File: config.mk
export PLATFORM = sky130hd
export DESIGN_NAME = uart_tx_serializer_flat
export DESIGN_NICKNAME = d
export VERILOG_FILES = /design/src/rtl/uart_tx_serializer_if.sv /design/src/rtl/uart_tx_serializer.sv /design/src/flat_wrapper.sv
export SDC_FILE = /design/constraint.sdc
export NUM_CORES = 1
export LEC_CHECK = 0
export CAP_MARGIN = 20
export CELL_PAD_IN_SITES_DETAIL_PLACEMENT = 0
export CELL_PAD_IN_SITES_GLOBAL_PLACEMENT = 1
export CORE_AREA = 2 2 145 111
export DETAILED_ROUTE_END_ITERATION = 16
export DIE_AREA = 0 0 147 113
export HOLD_SLACK_MARGIN = 0.12
export MAX_ROUTING_LAYER = met4
export PLACE_DENSITY_LB_ADDON = 0.1
export SYNTH_ARGS = -nofsm -noshare
export SYNTH_HDL_FRONTEND = slang
export SYNTH_SLANG_ARGS = --single-unit
File: constraint.sdc
create_clock -name clk -period 7.03 [get_ports clk]
set_input_delay 1.7575 -clock clk [delete_from_list [all_inputs] [get_ports clk]]
set_output_delay 1.7575 -clock clk [all_outputs]
set_load 0.01 [all_outputs]
File: src/rtl/uart_tx_serializer_if.sv
// Signal bundle between the UART register block (master) and the TX serializer (slave).
interface uart_tx_serializer_if;
    logic        UART_tx_en;
    logic        UART_tx_fifo_empty;
    logic [7:0]  UART_tx_data;
    logic [31:0] UART_baudrate_div;
    logic        tx_fifo_rd_en;
    logic        uart_txd;
    logic        tx_busy;
    logic        tx_done;

    modport master (
        output UART_tx_en, UART_tx_fifo_empty, UART_tx_data, UART_baudrate_div,
        input  tx_fifo_rd_en, uart_txd, tx_busy, tx_done
    );

    modport slave (
        input  UART_tx_en, UART_tx_fifo_empty, UART_tx_data, UART_baudrate_div,
        output tx_fifo_rd_en, uart_txd, tx_busy, tx_done
    );
endinterface

File: src/rtl/uart_tx_serializer.sv
// UART transmitter: pops the TX FIFO once per frame and shifts out 8N1 frames, or 8E1 frames
// when UART_TX_PARITY_EN is defined.
module uart_tx_serializer (
    input logic                 clk,
    input logic                 rst_n,
    uart_tx_serializer_if.slave tx_if
);

    typedef enum logic [2:0] {
        StIdle, StFetch, StLoad, StStart, StData, StParity, StStop
    } state_e;

    state_e      state_q, state_d;
    logic [7:0]  shift_q, shift_d;
    logic [31:0] period_q, period_d;
    logic [31:0] cnt_q, cnt_d;
    logic [2:0]  idx_q, idx_d;
    logic        txd_q, txd_d;
    logic        done_q, done_d;
    logic        bit_end;
`ifdef UART_TX_PARITY_EN
    logic        parity_q, parity_d;
`endif

    assign bit_end = (cnt_q == 32'd0);

    always_comb begin
        state_d  = state_q;
        shift_d  = shift_q;
        period_d = period_q;
        cnt_d    = cnt_q;
        idx_d    = idx_q;
`ifdef UART_TX_PARITY_EN
        parity_d = parity_q;
`endif
        unique case (state_q)
            StIdle: begin
                if (tx_if.UART_tx_en && !tx_if.UART_tx_fifo_empty) state_d = StFetch;
            end
            StFetch: state_d = StLoad;
            StLoad: begin
                shift_d  = tx_if.UART_tx_data;
                period_d = (tx_if.UART_baudrate_div < 32'd2) ? 32'd2 : tx_if.UART_baudrate_div;
                cnt_d    = period_d - 32'd1;
                idx_d    = 3'd0;
`ifdef UART_TX_PARITY_EN
                parity_d = 1'b0;
`endif
                state_d  = StStart;
            end
            StStart: begin
                cnt_d = bit_end ? period_q - 32'd1 : cnt_q - 32'd1;
                if (bit_end) state_d = StData;
            end
            StData: begin
                cnt_d = bit_end ? period_q - 32'd1 : cnt_q - 32'd1;
                if (bit_end) begin
                    shift_d = shift_q >> 1;
                    idx_d   = idx_q + 3'd1;
`ifdef UART_TX_PARITY_EN
                    parity_d = parity_q ^ shift_q[0];
                    if (idx_q == 3'd7) state_d = StParity;
`else
                    if (idx_q == 3'd7) state_d = StStop;
`endif
                end
            end
`ifdef UART_TX_PARITY_EN
            StParity: begin
                cnt_d = bit_end ? period_q - 32'd1 : cnt_q - 32'd1;
                if (bit_end) state_d = StStop;
            end
`endif
            StStop: begin
                if (bit_end) begin
                    state_d = StIdle;
                end else begin
                    cnt_d = cnt_q - 32'd1;
                end
            end
            default: state_d = StIdle;
        endcase

        // txd is registered against the next state so the line changes with the state.
        case (state_d)
            StStart: txd_d = 1'b0;
            StData:  txd_d = shift_d[0];
`ifdef UART_TX_PARITY_EN
            StParity: txd_d = parity_d;
`endif
            default: txd_d = 1'b1;
        endcase

        done_d = (state_d == StStop) && (cnt_d == 32'd0);
    end

    always_ff @(posedge clk) begin
        if (!rst_n) begin
            state_q  <= StIdle;
            shift_q  <= 8'd0;
            period_q <= 32'd0;
            cnt_q    <= 32'd0;
            idx_q    <= 3'd0;
            txd_q    <= 1'b1;
            done_q   <= 1'b0;
`ifdef UART_TX_PARITY_EN
            parity_q <= 1'b0;
`endif
        end else begin
            state_q  <= state_d;
            shift_q  <= shift_d;
            period_q <= period_d;
            cnt_q    <= cnt_d;
            idx_q    <= idx_d;
            txd_q    <= txd_d;
            done_q   <= done_d;
`ifdef UART_TX_PARITY_EN
            parity_q <= parity_d;
`endif
        end
    end

    assign tx_if.tx_fifo_rd_en = (state_q == StFetch);
    assign tx_if.tx_busy       = (state_q != StIdle);
    assign tx_if.uart_txd      = txd_q;
    assign tx_if.tx_done       = done_q;

endmodule
File: src/flat_wrapper.sv
// flat-port wrapper written by rule: the top's interface ports become plain ports
module uart_tx_serializer_flat 
  (clk, rst_n, tx_if_UART_tx_en, tx_if_UART_tx_fifo_empty, tx_if_UART_tx_data, tx_if_UART_baudrate_div, tx_if_tx_fifo_rd_en, tx_if_uart_txd, tx_if_tx_busy, tx_if_tx_done);
  uart_tx_serializer_if tx_if_i ();
  input logic clk;
  input logic rst_n;
  input wire logic [$bits(tx_if_i.UART_tx_en)-1:0] tx_if_UART_tx_en;
  input wire logic [$bits(tx_if_i.UART_tx_fifo_empty)-1:0] tx_if_UART_tx_fifo_empty;
  input wire logic [$bits(tx_if_i.UART_tx_data)-1:0] tx_if_UART_tx_data;
  input wire logic [$bits(tx_if_i.UART_baudrate_div)-1:0] tx_if_UART_baudrate_div;
  output wire logic [$bits(tx_if_i.tx_fifo_rd_en)-1:0] tx_if_tx_fifo_rd_en;
  output wire logic [$bits(tx_if_i.uart_txd)-1:0] tx_if_uart_txd;
  output wire logic [$bits(tx_if_i.tx_busy)-1:0] tx_if_tx_busy;
  output wire logic [$bits(tx_if_i.tx_done)-1:0] tx_if_tx_done;
  assign tx_if_i.UART_tx_en = tx_if_UART_tx_en;
  assign tx_if_i.UART_tx_fifo_empty = tx_if_UART_tx_fifo_empty;
  assign tx_if_i.UART_tx_data = tx_if_UART_tx_data;
  assign tx_if_i.UART_baudrate_div = tx_if_UART_baudrate_div;
  assign tx_if_tx_fifo_rd_en = tx_if_i.tx_fifo_rd_en;
  assign tx_if_uart_txd = tx_if_i.uart_txd;
  assign tx_if_tx_busy = tx_if_i.tx_busy;
  assign tx_if_tx_done = tx_if_i.tx_done;
  uart_tx_serializer u_core (.clk(clk), .rst_n(rst_n), .tx_if(tx_if_i));
endmodule
==> summary.txt <==
Outcome
  • Status: finished clean

Setup path
  • Critical Path Most Common Cell: or4_1
  • CP Cell Sequence: clkdlybuf4s50_1 -> or4_1 -> nor3_1 -> and4_1 -> nand2_1 -> o21ai_0 -> ha_1 -> or3b_2 -> nor2_1 -> xor2_1 -> a22o_1 -> a2111oi_2 -> nand4b_1 -> or4_1 -> or4_1 -> nor4_2
  • CP required: 7300 ps
  • Worst r2r path cells: 12
  • Largest stage delay on the critical path: 550 ps
  • Reg2reg start: u_core.cnt_q[0]
  • Worst R2R Setup Slack: 2060 ps
  • Worst R2R End: u_core.tx_if.tx_done
  • CP max FO: 5
  • Critical path launch point: tx_if_UART_baudrate_div[19]
  • Critical Path AT: 6840 ps
  • Critical-path top delay cell: or4_1
  • CP endpoint kind: register
  • CP startpoint kind: primary input
  • WP buf/inv: 1
  • Crit path max-delay family: simple AND/OR/NAND/NOR gates
  • Crit Path Class: primary input to register

Pwr
  • Clk pwr share: 29.2%
  • Int Pwr: 1.06 mW
  • IR Drop Worst-Case VDD: 0.124 mV
  • P per Cell Area: 267 nW/um^2
  • Sw power: 783 uW
  • Power, Total: 1.84 mW
  • Leakage: 2.44 nW
  • Reg power frac: 28.8%
  • Sw frac: 42.5%
  • Logic pwr share: 42.0%

Cells and area
  • Area growth, synth to finish: 18.4%
  • Fillcell total: 1592
  • Number of diodes: 0
  • FF/Latch Area: 1600 sq um
  • Share of cells above drive strength 1: 8.51%
  • Finished Core Util: 45.6%
  • Multi-input gate area: 3980 sq um
  • Post-layout nets: 890

GRT
  • Initial antenna violation count: 0
  • Gr usage total: 30.4%
  • First-pass GRT wire length: 36.9 mm
  • Grt total ovfl: 0
  • Largest net degree at the start of global routing: 63
  • Number of global-route vias before repair: 5873

Timing
  • Setup tns final: 0 ps
  • Final setup viols: 0
  • RSZ-0062 raised after global routing: no
  • Slew HR: 36.4%
  • Final period utilization: 93.4%
  • Worst slew pin tran: 946 ps
  • Highest Clock Rate: 152 MHz
  • Final clock skew: 9.14 ps
  • Final Hold Viols: 0
  • Fin crit period: 6570 ps
  • Slew Viols, Final: 0

Hold path
  • WHS Path Cells: 2
  • Hold Crit Start: u_core.shift_q[1]
  • Hold Crit Class: register to register
  • Min-Delay Endpoint: u_core.shift_q[1]

Clock tree
  • Setup bufs post-CTS: 0
  • Num CTS Buffers: 9
  • CTS Root Cell: clkbuf_16
  • # clock sinks: 80
  • Clock Path Buffers: 2
  • Post-CTS Hold Buffers: 0
  • TritonCTS clock tree: done
  • Reg clk slew, reported paths: 70 ps
  • Worst-Skew Late Latency: 360 ps
  • H-tree depth: 3
  • Post-cts sizing count: 0

Synthesis
  • Top cells by count, synth: nand2_1 (113), dfxtp_1 (80), nor2_1 (78)
  • Yosys reg bits: 80
  • Ys flop type: dfxtp_1
  • Top post-synthesis cells by area: dfxtp_1 (27%), nand2_1 (7.3%), a21oi_1 (6.0%)
  • Mean Syn Cell Area: 7.26 sq um
  • Yosys warns: 0
  • Async S/R FF share, synth: 0%
  • Cell taking the most area after synthesis: dfxtp_1
  • Number of synthesized flops with an enable pin: 0
  • Net Count, Synth: 852
  • Mapped Area: 5830 sq um
  • Top-count cell post-synth: nand2_1
  • Synth unique cells: 78
  • Post-Synthesis Cells: 803
  • Seq/Total Area, Yosys: 27.5%
  • Synth top area share: 27.5%

Routing
  • Antenna Violating Nets Remaining: 0
  • Via count: 6551
  • Vias per cell: 6.23
  • Drt initial violations: 724
  • DRT Pass-1 Iters: 6
  • Wirelength, routed: 24.3 mm
  • DR WL/cell: 23.2 um
  • DRC Markers: 0

Floorplanning
  • IO Pins: 48
  • Core ar.: 15100 sq um
  • Die Span Y: 113 um
  • Die area: 16600 sq um
  • Die Wd: 147 um
  • Starting Density: 38.5%
  • Row Count: 39

Place
  • GPL Wtd Cong: 0.958
  • PortBufs: 47
  • Hpwl dp: 18.3 mm

Job
  • Max-cap violations: 0
## power groups by stage
| stage | Combinational, mW | Sequential [mW] | Clock, mW |
|---|---|---|---|
| 2_1_floorplan | 0.514 | 0.520 | 0 |
| 4_1_cts | 0.755 | 0.528 | 0.546 |
| 3_3_place_gp | 0.753 | 0.537 | 0 |
| 3_5_place_dp | 0.751 | 0.539 | 0 |
| 5_1_grt | 0.832 | 0.535 | 0.565 |
| 6_report | 0.775 | 0.530 | 0.539 |
## through the flow
stage | hold slack (ps) | worst slack, ps | instance area (sq um) | std cells
after floorplan | 436 | 284 | 5830 | 803
after global placement | 441 | 218 | 6570 | 1035
after detailed placement | 446 | 75.7 | 6570 | 1035
after CTS | 455 | 451 | 6900 | 1051
after global routing | 473 | 157 | 6900 | 1051
final | 456 | 462 | 6900 | 1051
## cell families (layout without fill, tap and decap cells)
kind of cell	Yosys count	in the layout	synth area share (%)
and+or+nand+nor	387	387	34.4
AOI/OAI and AO/OA	212	212	23.6
DFF	80	80	27.5
buffers and inverters	60	103	4.40
xor gates and xnor gates	54	54	8.11
adders and majority gates	6	6	1.24
muxes	4	4	0.708
## per-layer routing
layer,global-route usage (%),wire (um)
met1,44.2,11600
met2,41.0,9640
met3,9.68,2800
met4,5.77,324
met5,-,0
## worst min-delay path: stages, from the launching register on
cell and delay (ps):
dfxtp_1 310, nand2_1 50, a21oi_1 50
## placed cells by master, fill, tap and decap left out, drive strengths merged, types with 5 or more instances in the layout
master	count
nand2	113
nand3	24
clkbuf	9
a31oi	13
nor4	31
ha	5
o21ai	42
nand4	10
o211ai	7
nor2	78
a2111oi	5
a22oi	10
xnor2	32
a211oi	11
nor3	37
or4	24
buf	30
and2	16
a221oi	6
inv	10
xor2	22
nand2b	7
a21oi	70
clkdlybuf4s50	47
nor2b	6
o22ai	5
and3	5
dfxtp	80
or3	10
## state kept, by name (all words and copies together) (netlist names)
signal	count
u_core.cnt_q	32
u_core.period_q	32
u_core.shift_q	8
u_core.idx_q	3
u_core.state_q	3
u_core.tx_if.tx_done	1
u_core.tx_if.uart_txd	1
## cell type report
cell class                 count  share of cell area (%)
clock inverter                 7                    1.52
clock buffer                   9                    3.26
multi-input combinational    663                    57.7
timing repair buffer          77                    10.1
tap                          205                    3.72
sequential                    80                    23.2
inverter                      10                   0.544
## worst max path at each step
stage	end	slack, ps	cells after the start
floorplan	u_core.tx_if.tx_done	280	19
global placement	u_core.tx_if.tx_done	220	16
detailed placement	u_core.tx_if.tx_done	80	16
CTS	u_core.tx_if.tx_done	450	16
global route	u_core.tx_if.tx_done	160	16
finish	u_core.tx_if.tx_done	460	16
(Power assumes the default switching activity.)
